## src/rtl/jtag_tap_slave.sv

```systemverilog
// jtag_tap_slave: clk-oversampled IEEE 1149.1 TAP with IDCODE, BYPASS and a USER DR tied to a local fifo.
// Define JTAG_TDO_OE_EN to add a tdo_oe output that gates tdo outside the shift states.
module jtag_tap_slave #(
    parameter int unsigned         IR_WIDTH     = 10,
    parameter int unsigned         DR_WIDTH     = 8,
    parameter logic [31:0]         IDCODE_VAL   = 32'h1234_5677,
    parameter logic [IR_WIDTH-1:0] INSTR_IDCODE = 'h001,
    parameter logic [IR_WIDTH-1:0] INSTR_USER   = 'h002
) (
    input  logic                clk,
    input  logic                rst,
    input  logic                tck,
    input  logic                tms,
    input  logic                tdi,
    output logic                tdo,
`ifdef JTAG_TDO_OE_EN
    output logic                tdo_oe,
`endif
    input  logic [DR_WIDTH-1:0] dr_rdata,
    output logic                dr_rd,
    output logic [DR_WIDTH-1:0] dr_wdata,
    output logic                dr_wr,
    output logic [IR_WIDTH-1:0] ir_value
);

    typedef enum logic [3:0] {
        TLR   = 4'hF, RTI   = 4'hC, SELDR = 4'h7, CAPDR = 4'h6,
        SHDR  = 4'h2, EX1DR = 4'h1, PDR   = 4'h3, EX2DR = 4'h0,
        UPDR  = 4'h5, SELIR = 4'h4, CAPIR = 4'hE, SHIR  = 4'hA,
        EX1IR = 4'h9, PIR   = 4'hB, EX2IR = 4'h8, UPIR  = 4'hD
    } tap_state_e;

    tap_state_e state_q, state_d;

    logic tck_s1_q, tck_s2_q, tck_s3_q;
    logic tms_s1_q, tms_s2_q;
    logic tdi_s1_q, tdi_s2_q;
    logic tck_rise, tck_fall;

    logic [IR_WIDTH-1:0] ir_shift_q, ir_shift_d;
    logic [IR_WIDTH-1:0] ir_value_q, ir_value_d;
    logic [31:0]         dr32_q, dr32_d;
    logic [DR_WIDTH-1:0] usr_q, usr_d;
    logic                byp_q, byp_d;
    logic [DR_WIDTH-1:0] dr_wdata_q, dr_wdata_d;
    logic                dr_rd_q, dr_rd_d;
    logic                dr_wr_q, dr_wr_d;
    logic                tdo_q, tdo_d;
    logic                sel_idcode, sel_user;

    // Pin synchronizers; the third tck flop turns the level into single-clk edge strobes.
    always_ff @(posedge clk or posedge rst) begin
        if (rst) begin
            tck_s1_q <= 1'b0;
            tck_s2_q <= 1'b0;
            tck_s3_q <= 1'b0;
            tms_s1_q <= 1'b0;
            tms_s2_q <= 1'b0;
            tdi_s1_q <= 1'b0;
            tdi_s2_q <= 1'b0;
        end else begin
            tck_s1_q <= tck;
            tck_s2_q <= tck_s1_q;
            tck_s3_q <= tck_s2_q;
            tms_s1_q <= tms;
            tms_s2_q <= tms_s1_q;
            tdi_s1_q <= tdi;
            tdi_s2_q <= tdi_s1_q;
        end
    end

    assign tck_rise = tck_s2_q & ~tck_s3_q;
    assign tck_fall = ~tck_s2_q & tck_s3_q;

    // Any IR code other than IDCODE or USER selects BYPASS.
    assign sel_idcode = (ir_value_q == INSTR_IDCODE);
    assign sel_user   = (ir_value_q == INSTR_USER);

    always_ff @(posedge clk or posedge rst) begin
        if (rst) begin
            state_q <= TLR;
        end else begin
            state_q <= state_d;
        end
    end

    always_comb begin
        state_d = state_q;
        if (tck_rise) begin
            unique case (state_q)
                TLR:     state_d = tms_s2_q ? TLR   : RTI;
                RTI:     state_d = tms_s2_q ? SELDR : RTI;
                SELDR:   state_d = tms_s2_q ? SELIR : CAPDR;
                CAPDR:   state_d = tms_s2_q ? EX1DR : SHDR;
                SHDR:    state_d = tms_s2_q ? EX1DR : SHDR;
                EX1DR:   state_d = tms_s2_q ? UPDR  : PDR;
                PDR:     state_d = tms_s2_q ? EX2DR : PDR;
                EX2DR:   state_d = tms_s2_q ? UPDR  : SHDR;
                UPDR:    state_d = tms_s2_q ? SELDR : RTI;
                SELIR:   state_d = tms_s2_q ? TLR   : CAPIR;
                CAPIR:   state_d = tms_s2_q ? EX1IR : SHIR;
                SHIR:    state_d = tms_s2_q ? EX1IR : SHIR;
                EX1IR:   state_d = tms_s2_q ? UPIR  : PIR;
                PIR:     state_d = tms_s2_q ? EX2IR : PIR;
                EX2IR:   state_d = tms_s2_q ? UPIR  : SHIR;
                UPIR:    state_d = tms_s2_q ? SELDR : RTI;
                default: state_d = TLR;
            endcase
        end
    end

    always_comb begin
        ir_shift_d = ir_shift_q;
        ir_value_d = ir_value_q;
        dr32_d     = dr32_q;
        usr_d      = usr_q;
        byp_d      = byp_q;
        dr_wdata_d = dr_wdata_q;
        dr_rd_d    = 1'b0;
        dr_wr_d    = 1'b0;
        tdo_d      = tdo_q;
        if (tck_rise) begin
            unique case (state_q)
                CAPIR: ir_shift_d = {{(IR_WIDTH-2){1'b0}}, 2'b01};
                SHIR:  ir_shift_d = {tdi_s2_q, ir_shift_q[IR_WIDTH-1:1]};
                CAPDR: begin
                    if (sel_idcode) begin
                        dr32_d = IDCODE_VAL;
                    end else if (sel_user) begin
                        usr_d   = dr_rdata;
                        dr_rd_d = 1'b1;
                    end else begin
                        byp_d = 1'b0;
                    end
                end
                SHDR: begin
                    if (sel_idcode) begin
                        dr32_d = {tdi_s2_q, dr32_q[31:1]};
                    end else if (sel_user) begin
                        usr_d = {tdi_s2_q, usr_q[DR_WIDTH-1:1]};
                    end else begin
                        byp_d = tdi_s2_q;
                    end
                end
                default: ;
            endcase
            if (state_d == TLR) begin
                ir_value_d = INSTR_IDCODE;
            end
        end
        // Updates and tdo move on the falling edge so the master samples stable data on its rise.
        if (tck_fall) begin
            unique case (state_q)
                UPIR: ir_value_d = ir_shift_q;
                UPDR: begin
                    if (sel_user) begin
                        dr_wdata_d = usr_q;
                        dr_wr_d    = 1'b1;
                    end
                end
                SHIR: tdo_d = ir_shift_q[0];
                SHDR: tdo_d = sel_idcode ? dr32_q[0] : (sel_user ? usr_q[0] : byp_q);
                default: ;
            endcase
        end
    end

    always_ff @(posedge clk or posedge rst) begin
        if (rst) begin
            ir_shift_q <= '0;
            ir_value_q <= INSTR_IDCODE;
            dr32_q     <= '0;
            usr_q      <= '0;
            byp_q      <= 1'b0;
            dr_wdata_q <= '0;
            dr_rd_q    <= 1'b0;
            dr_wr_q    <= 1'b0;
            tdo_q      <= 1'b0;
        end else begin
            ir_shift_q <= ir_shift_d;
            ir_value_q <= ir_value_d;
            dr32_q     <= dr32_d;
            usr_q      <= usr_d;
            byp_q      <= byp_d;
            dr_wdata_q <= dr_wdata_d;
            dr_rd_q    <= dr_rd_d;
            dr_wr_q    <= dr_wr_d;
            tdo_q      <= tdo_d;
        end
    end

`ifdef JTAG_TDO_OE_EN
    logic tdo_oe_q;

    always_ff @(posedge clk or posedge rst) begin
        if (rst) begin
            tdo_oe_q <= 1'b0;
        end else if (tck_fall) begin
            tdo_oe_q <= (state_q == SHIR) || (state_q == SHDR);
        end
    end

    assign tdo_oe = tdo_oe_q;
    assign tdo    = tdo_q & tdo_oe_q;
`else
    assign tdo = tdo_q;
`endif

    assign dr_rd    = dr_rd_q;
    assign dr_wr    = dr_wr_q;
    assign dr_wdata = dr_wdata_q;
    assign ir_value = ir_value_q;

endmodule

```

## config.mk

```make
export PLATFORM = sky130hd
export DESIGN_NAME = jtag_tap_slave
export DESIGN_NICKNAME = d
export VERILOG_FILES = /design/src/rtl/jtag_tap_slave.sv
export SDC_FILE = /design/constraint.sdc
export NUM_CORES = 1
export LEC_CHECK = 0
export CORE_ASPECT_RATIO = 1.2
export CORE_MARGIN = 5
export CORE_UTILIZATION = 45
export DETAILED_ROUTE_END_ITERATION = 10
export GPL_ROUTABILITY_DRIVEN = 0
export MAX_ROUTING_LAYER = met4
export PLACE_DENSITY = 0.78
export SYNTH_ARGS = -nofsm -noshare
export SYNTH_HDL_FRONTEND = slang
export SYNTH_SLANG_ARGS = --single-unit
```

## constraint.sdc

```tcl
create_clock -name clk -period 3.1 [get_ports clk]
set_clock_uncertainty 0.05 [all_clocks]
set_input_delay 0.775 -clock clk [delete_from_list [all_inputs] [get_ports clk]]
set_output_delay 0.775 -clock clk [all_outputs]
set_load 0.02 [all_outputs]
```

==> impl_metrics.tcl, run 1 <==
set metrics [dict create \
    core_region_area_sq_um 7710 \
    slowest_stage "clkdlybuf4s50_1" \
    r2r_start "state_q[2]" \
    synth_top_family_by_area "simple AND/OR/NAND/NOR gates" \
    netlist.area_leader.share_pct 55.1 \
    cts_tree "yes" \
    status "complete, no violations" \
    fp.dieH_um 107 \
    required_ns 2.27 \
    yosysMostFrequentCell "dfrtp_1" \
    rrSetupSlack_ns 0.78 \
    htree_levels 3 \
    cts_setup_buffers 0 \
    ys.flop_type "dfrtp_1" \
    gr-usage-all-layers_pct 14.7 \
    vias 2295 \
    n_antenna_cell 0 \
    first_global_vias 2374 \
    cp.depth 1 \
    row_count 35 \
    drv_slew 0 \
    cp_cell_sequence "clkdlybuf4s50_1" \
    wl_mm 6.43 \
    slew_headroom_pct 43.7 \
    reg2regPathDepth 4 \
    antenna_found_initial 0 \
    syn2layout_area_growth_pct 17.3 \
    num-fill-cells 671 \
    yosys.area_share.simple_pct 13.8 \
    multi_input_area_sq_um 1370 \
    peakVddDrop_mv 0.361 \
    synth_cell_types 36 \
    p_leak_uw 0.00183 \
    post_cts_resized 0 \
    p_per_area_nw_per_um2 684 \
    max_freq_mhz 420 \
    dieArea_sq_um 9760 \
    critPathMaxStageDelay_ns 0.63 \
    synthTopCellsByCount "78 x dfrtp_1, 32 x nand2_1, 22 x o21ai_0, 20 x nand2b_1, 18 x mux2i_1" \
    ys_seq_area_share_pct 58.8 \
    cp_max_fo 7 \
    numCtsBuffers 9 \
    crit_end "ir_value[0]" \
    path_class "flip-flop to output pin" \
    holdBufCountCts 0 \
    setup_viol 0 \
    rsz0062_at_grt "no" \
    cts_root_buf "clkbuf_8" \
    yosys.area.top_type "dfrtp_1" \
    layout.nets 334 \
    muxShareOfSynthArea_pct 13.2 \
    synth_edf_count 0 \
    io_pins 34 \
    cp-end-kind "output pin" \
    critPathLaunch "ir_value[0]" \
    total_power_uw 2850 \
    grt_max_degree 61 \
    tns_ns 0 \
    grt_pass1_wl_mm 11.3 \
    syn-cell-area_sq_um 3540 \
    clk_latency_ns 0.35 \
    drtAntennaViolNets 0 \
    initial_utilization_pct 46.0 \
    path_buf_inv 1 \
    ys_warn_count 0 \
    cts_sinks 83 \
    dieWidth_um 91.0 \
    via_per_inst 5.49 \
    drc 0 \
    drive_gt1_share_pct 16.6 \
    tightestPinTransition_ns 0.838 \
    synthXorXnorAreaFrac_pct 0 \
    synthAdderAreaFrac_pct 0 \
    cap_violations 0 \
    period_needed_ns 2.38 \
    yosys-top-cells-area "dfrtp_1 55%, mux2i_1 5.1%, a32o_1 4.8%, mux2_2 4.8%, dfstp_2 3.7%" \
    clock_path_buffers 2 \
    post_drt_wl_per_cell_um 15.4 \
    ys_ff_latch 83 \
    start_kind "flip-flop" \
    finalHoldViolCount 0 \
    min_period_over_period_pct 76.7 \
    clk_pin_slew_ns 0.08 \
    io_buffers 33 \
    dp_hpwl_mm 4.23 \
    synth_cells 294 \
    seq_area_sq_um 2080 \
    syn_nets 307 \
    critPathArrivalTime_ns 1.55 \
    hold_class "flip-flop to flip-flop" \
    r2r-end "dr_wdata[7]" \
    grt-ovfl-total 0 \
    dr.pass1.iters 4 \
    cp_top_family "buffers and inverters" \
    async_flop_share_pct 100 \
    avgSynthCellArea_sq_um 12.1 \
    drt-initial-drc-count 148 \
    synth_compound_area_share_pct 11.4 \
]
==> cell usage in the layout (no fill, tap or decap), types with 4 or more instances in the layout <==
cell type         n
mux2i_1          18
clkbuf_8         10
dfrtp_1          78
nand2_1          32
clkdlybuf4s50_1  33
a21oi_1           4
mux2_4            8
a32o_1           17
nor2_1           15
inv_1             4
nor2b_1           4
nand2b_1         20
mux2_2           15
o21ai_0          22
dfstp_2           5
==> power by group <==
group          switching, uW  internal, uW  total (uW)
clock network            381           394         775
logic                    315           290         605
registers                173          1290        1460
==> cell families after synthesis <==
kind of cell / count (synthesis)
AOI/OAI and AO/OA: 56
buffers and inverters: 25
DFF: 83
muxes: 41
and+or+nand+nor: 89
==> cell type report <==
type / count / area share, %
Inverter: 5 / 0.481
Clock inverter: 6 / 1.56
Clock buffer: 10 / 3.31
Multi-Input combinational cell: 186 / 33.0
Tap cell: 92 / 2.77
Sequential cell: 83 / 50.1
Timing Repair Buffer: 36 / 8.78
==> metal layers <==
layer	up-vias	global-route usage [%]	routed length, um
met3	9	5.26	280
met2	40	23.0	3190
met5	-	-	0
li1	1095	-	-
met4	0	4.82	106
met1	1151	17.6	2850
==> per-stage QoR <==
| stage | setup WS [ns] | util, % | area [sq um] | instances | hold WS [ns] |
|---|---|---|---|---|---|
| global route | 0.627 | 54.0 | 4160 | 418 | 0.319 |
| CTS | 0.701 | 54.0 | 4160 | 418 | 0.308 |
| floorplan | 0.146 | - | 3540 | 294 | 0.281 |
| finish | 0.722 | 54.0 | 4160 | 418 | 0.306 |
| global placement | 0.899 | 51.3 | 3960 | 402 | 0.282 |
| detailed placement | 0.785 | 51.3 | 3960 | 402 | 0.289 |
==> how the worst min path moves through the flow <==
stage                        start  endpoint  slack, ns  cells past startpoint
after CTS                 tdi_s1_q  tdi_s2_q       0.31                      0
after global placement    tms_s1_q  tms_s2_q       0.28                      0
final                     tdi_s1_q  tdi_s2_q       0.31                      0
after global routing      tms_s1_q  tms_s2_q       0.32                      0
after floorplan           tck_s1_q  tck_s2_q       0.28                      0
after detailed placement  tdi_s1_q  tdi_s2_q       0.29                      0
==> registers in the layout, summed over array words and instances, names as in the netlist, 4 cells and up <==
register    cells
ir_shift_q     10
state_q         4
dr32_q         32
usr_q           8
ir_value       10
dr_wdata        8
Power figures use the tool's default switching activity.
==> run 2, diff against run 1 <==
--- a/config.mk
+++ b/config.mk
@@ -11,7 +11,7 @@
 export DETAILED_ROUTE_END_ITERATION = 10
 export GPL_ROUTABILITY_DRIVEN = 0
 export MAX_ROUTING_LAYER = met4
-export PLACE_DENSITY = 0.78
+export PLACE_DENSITY = 0.75
 export SYNTH_ARGS = -nofsm -noshare
 export SYNTH_HDL_FRONTEND = slang
 export SYNTH_SLANG_ARGS = --single-unit
==> constraint.sdc (replaced) <==
create_clock -name clk -period 2.4 [get_ports clk]
set_clock_uncertainty 0.05 [all_clocks]
set_input_delay 0.6 -clock clk [delete_from_list [all_inputs] [get_ports clk]]
set_output_delay 0.6 -clock clk [all_outputs]
set_load 0.02 [all_outputs]
==> impl_metrics.tcl, run 2 (synthesis results as in run 1) <==
set metrics [dict create \
    status "complete, no violations" \
    dr.pass1.iters 4 \
    hold_ws_ns 0.303 \
    gr-usage-all-layers_pct 14.8 \
    drc 0 \
    cp-end-kind "output pin" \
    vias 2297 \
    period_needed_ns 2.22 \
    cp_max_fo 7 \
    min_period_over_period_pct 92.6 \
    hold_class "flip-flop to flip-flop" \
    tns_ns 0 \
    post_drt_wl_per_cell_um 15.5 \
    row_count 35 \
    total_power_uw 3920 \
    setup_viol 0 \
    largest_register_ffs 32 \
    drt-initial-drc-count 107 \
    tightestPinTransition_ns 0.614 \
    io_buffers 33 \
    antenna_found_initial 0 \
    layout.nets 337 \
    grt-ovfl-total 0 \
    required_ns 1.75 \
    holdBufCountCts 0 \
    slew_headroom_pct 59.0 \
    wl_mm 6.54 \
    postLayoutCoreUtil_pct 55.2 \
    cts_sinks 83 \
    finalHoldViolCount 0 \
    grt_max_degree 84 \
    via_per_inst 5.46 \
    path_buf_inv 1 \
    slowest_stage "clkdlybuf4s50_1" \
    core_region_area_sq_um 7710 \
    io_pins 34 \
    dp_hpwl_mm 4.15 \
    rsz0062_at_grt "no" \
    grt_pass1_wl_mm 11.3 \
    top_register "dr32_q" \
    numCtsBuffers 9 \
    clk_pin_slew_ns 0.08 \
    cp_top_family "buffers and inverters" \
    cts_tree "yes" \
    first_global_vias 2311 \
    fp.dieH_um 107 \
    htree_levels 3 \
    p_per_area_nw_per_um2 921 \
    max_freq_mhz 450 \
    grtUsageMet1_pct 18.4 \
    p_leak_uw 0.00186 \
    drive_gt1_share_pct 17.3 \
    syn2layout_area_growth_pct 20.1 \
    n_antenna_cell 0 \
    drv_slew 0 \
    final_cell_mix "78 x dfrtp_1, 33 x clkdlybuf4s50_1, 32 x nand2_1, 22 x o21ai_0, 20 x nand2b_1" \
    clk_latency_ns 0.35 \
    critPathMaxStageDelay_ns 0.63 \
    initial_utilization_pct 46.0 \
    grt_most_used_layer "met2" \
    dieWidth_um 91.0 \
    drtAntennaViolNets 0 \
    use_met3_pct 3.58 \
    cap_violations 0 \
    path_class "flip-flop to output pin" \
    start_kind "flip-flop" \
    cts_setup_buffers 0 \
    critPathArrivalTime_ns 1.57 \
    post_cts_resized 0 \
    cp_cell_sequence "clkdlybuf4s50_1" \
    grt.met2_usage_pct 22.6 \
    final_common_cell "dfrtp_1" \
    clock_path_buffers 2 \
    peakVddDrop_mv 0.438 \
    cts_root_buf "clkbuf_8" \
    dieArea_sq_um 9760 \
]
-- run 2: final cells by class --
cell class | count | area [sq um]
fillers | 660 | 3450
multi-input cells | 186 | 1370
well taps | 92 | 115
inverters | 5 | 22.5
clock buffers | 10 | 138
clock inverters | 6 | 113
repair buffers | 39 | 413
flip-flops and latches | 83 | 2080
-- run 2: worst paths after layout --
| path | from | endpoint | slack, ns | cells after the start |
|---|---|---|---|---|
| max reg2reg | state_q[1] | dr32_q[22] | 0.30 | 4 |
| max in group asynchronous | rst | state_q[2] | 1.26 | 3 |
| min reg2reg | tms_s1_q | tms_s2_q | 0.30 | 0 |
| min | tms_s1_q | tms_s2_q | 0.30 | 0 |
| min in group asynchronous | rst | dr_wdata[6] | 0.66 | 3 |
| max | ir_value[0] | ir_value[0] | 0.18 | 1 |
-- run 2: layer usage --
layer | routed length (um) | vias to the layer above
met2 | 3170 | 39
met5 | 0 | -
li1 | - | 1100
met4 | 155 | 0
met1 | 2960 | 1145
met3 | 251 | 13
-- run 2: stage by stage --
stage	instance area [sq um]	cells	setup slack [ns]
after floorplan	3550	294	0.309
after global placement	4010	405	0.341
after detailed placement	4010	405	0.312
after CTS	4260	421	0.163
after global routing	4260	421	0.140
final	4260	421	0.177
-- run 2: power by group --
part	total (uW)	internal (uW)	switching [uW]	leakage (uW)
Sequential	1900	1670	228	0.00105
Combinational	805	398	407	0.000695
Clock	1220	719	500	0.000115
Total	3920	2790	1130	0.00186
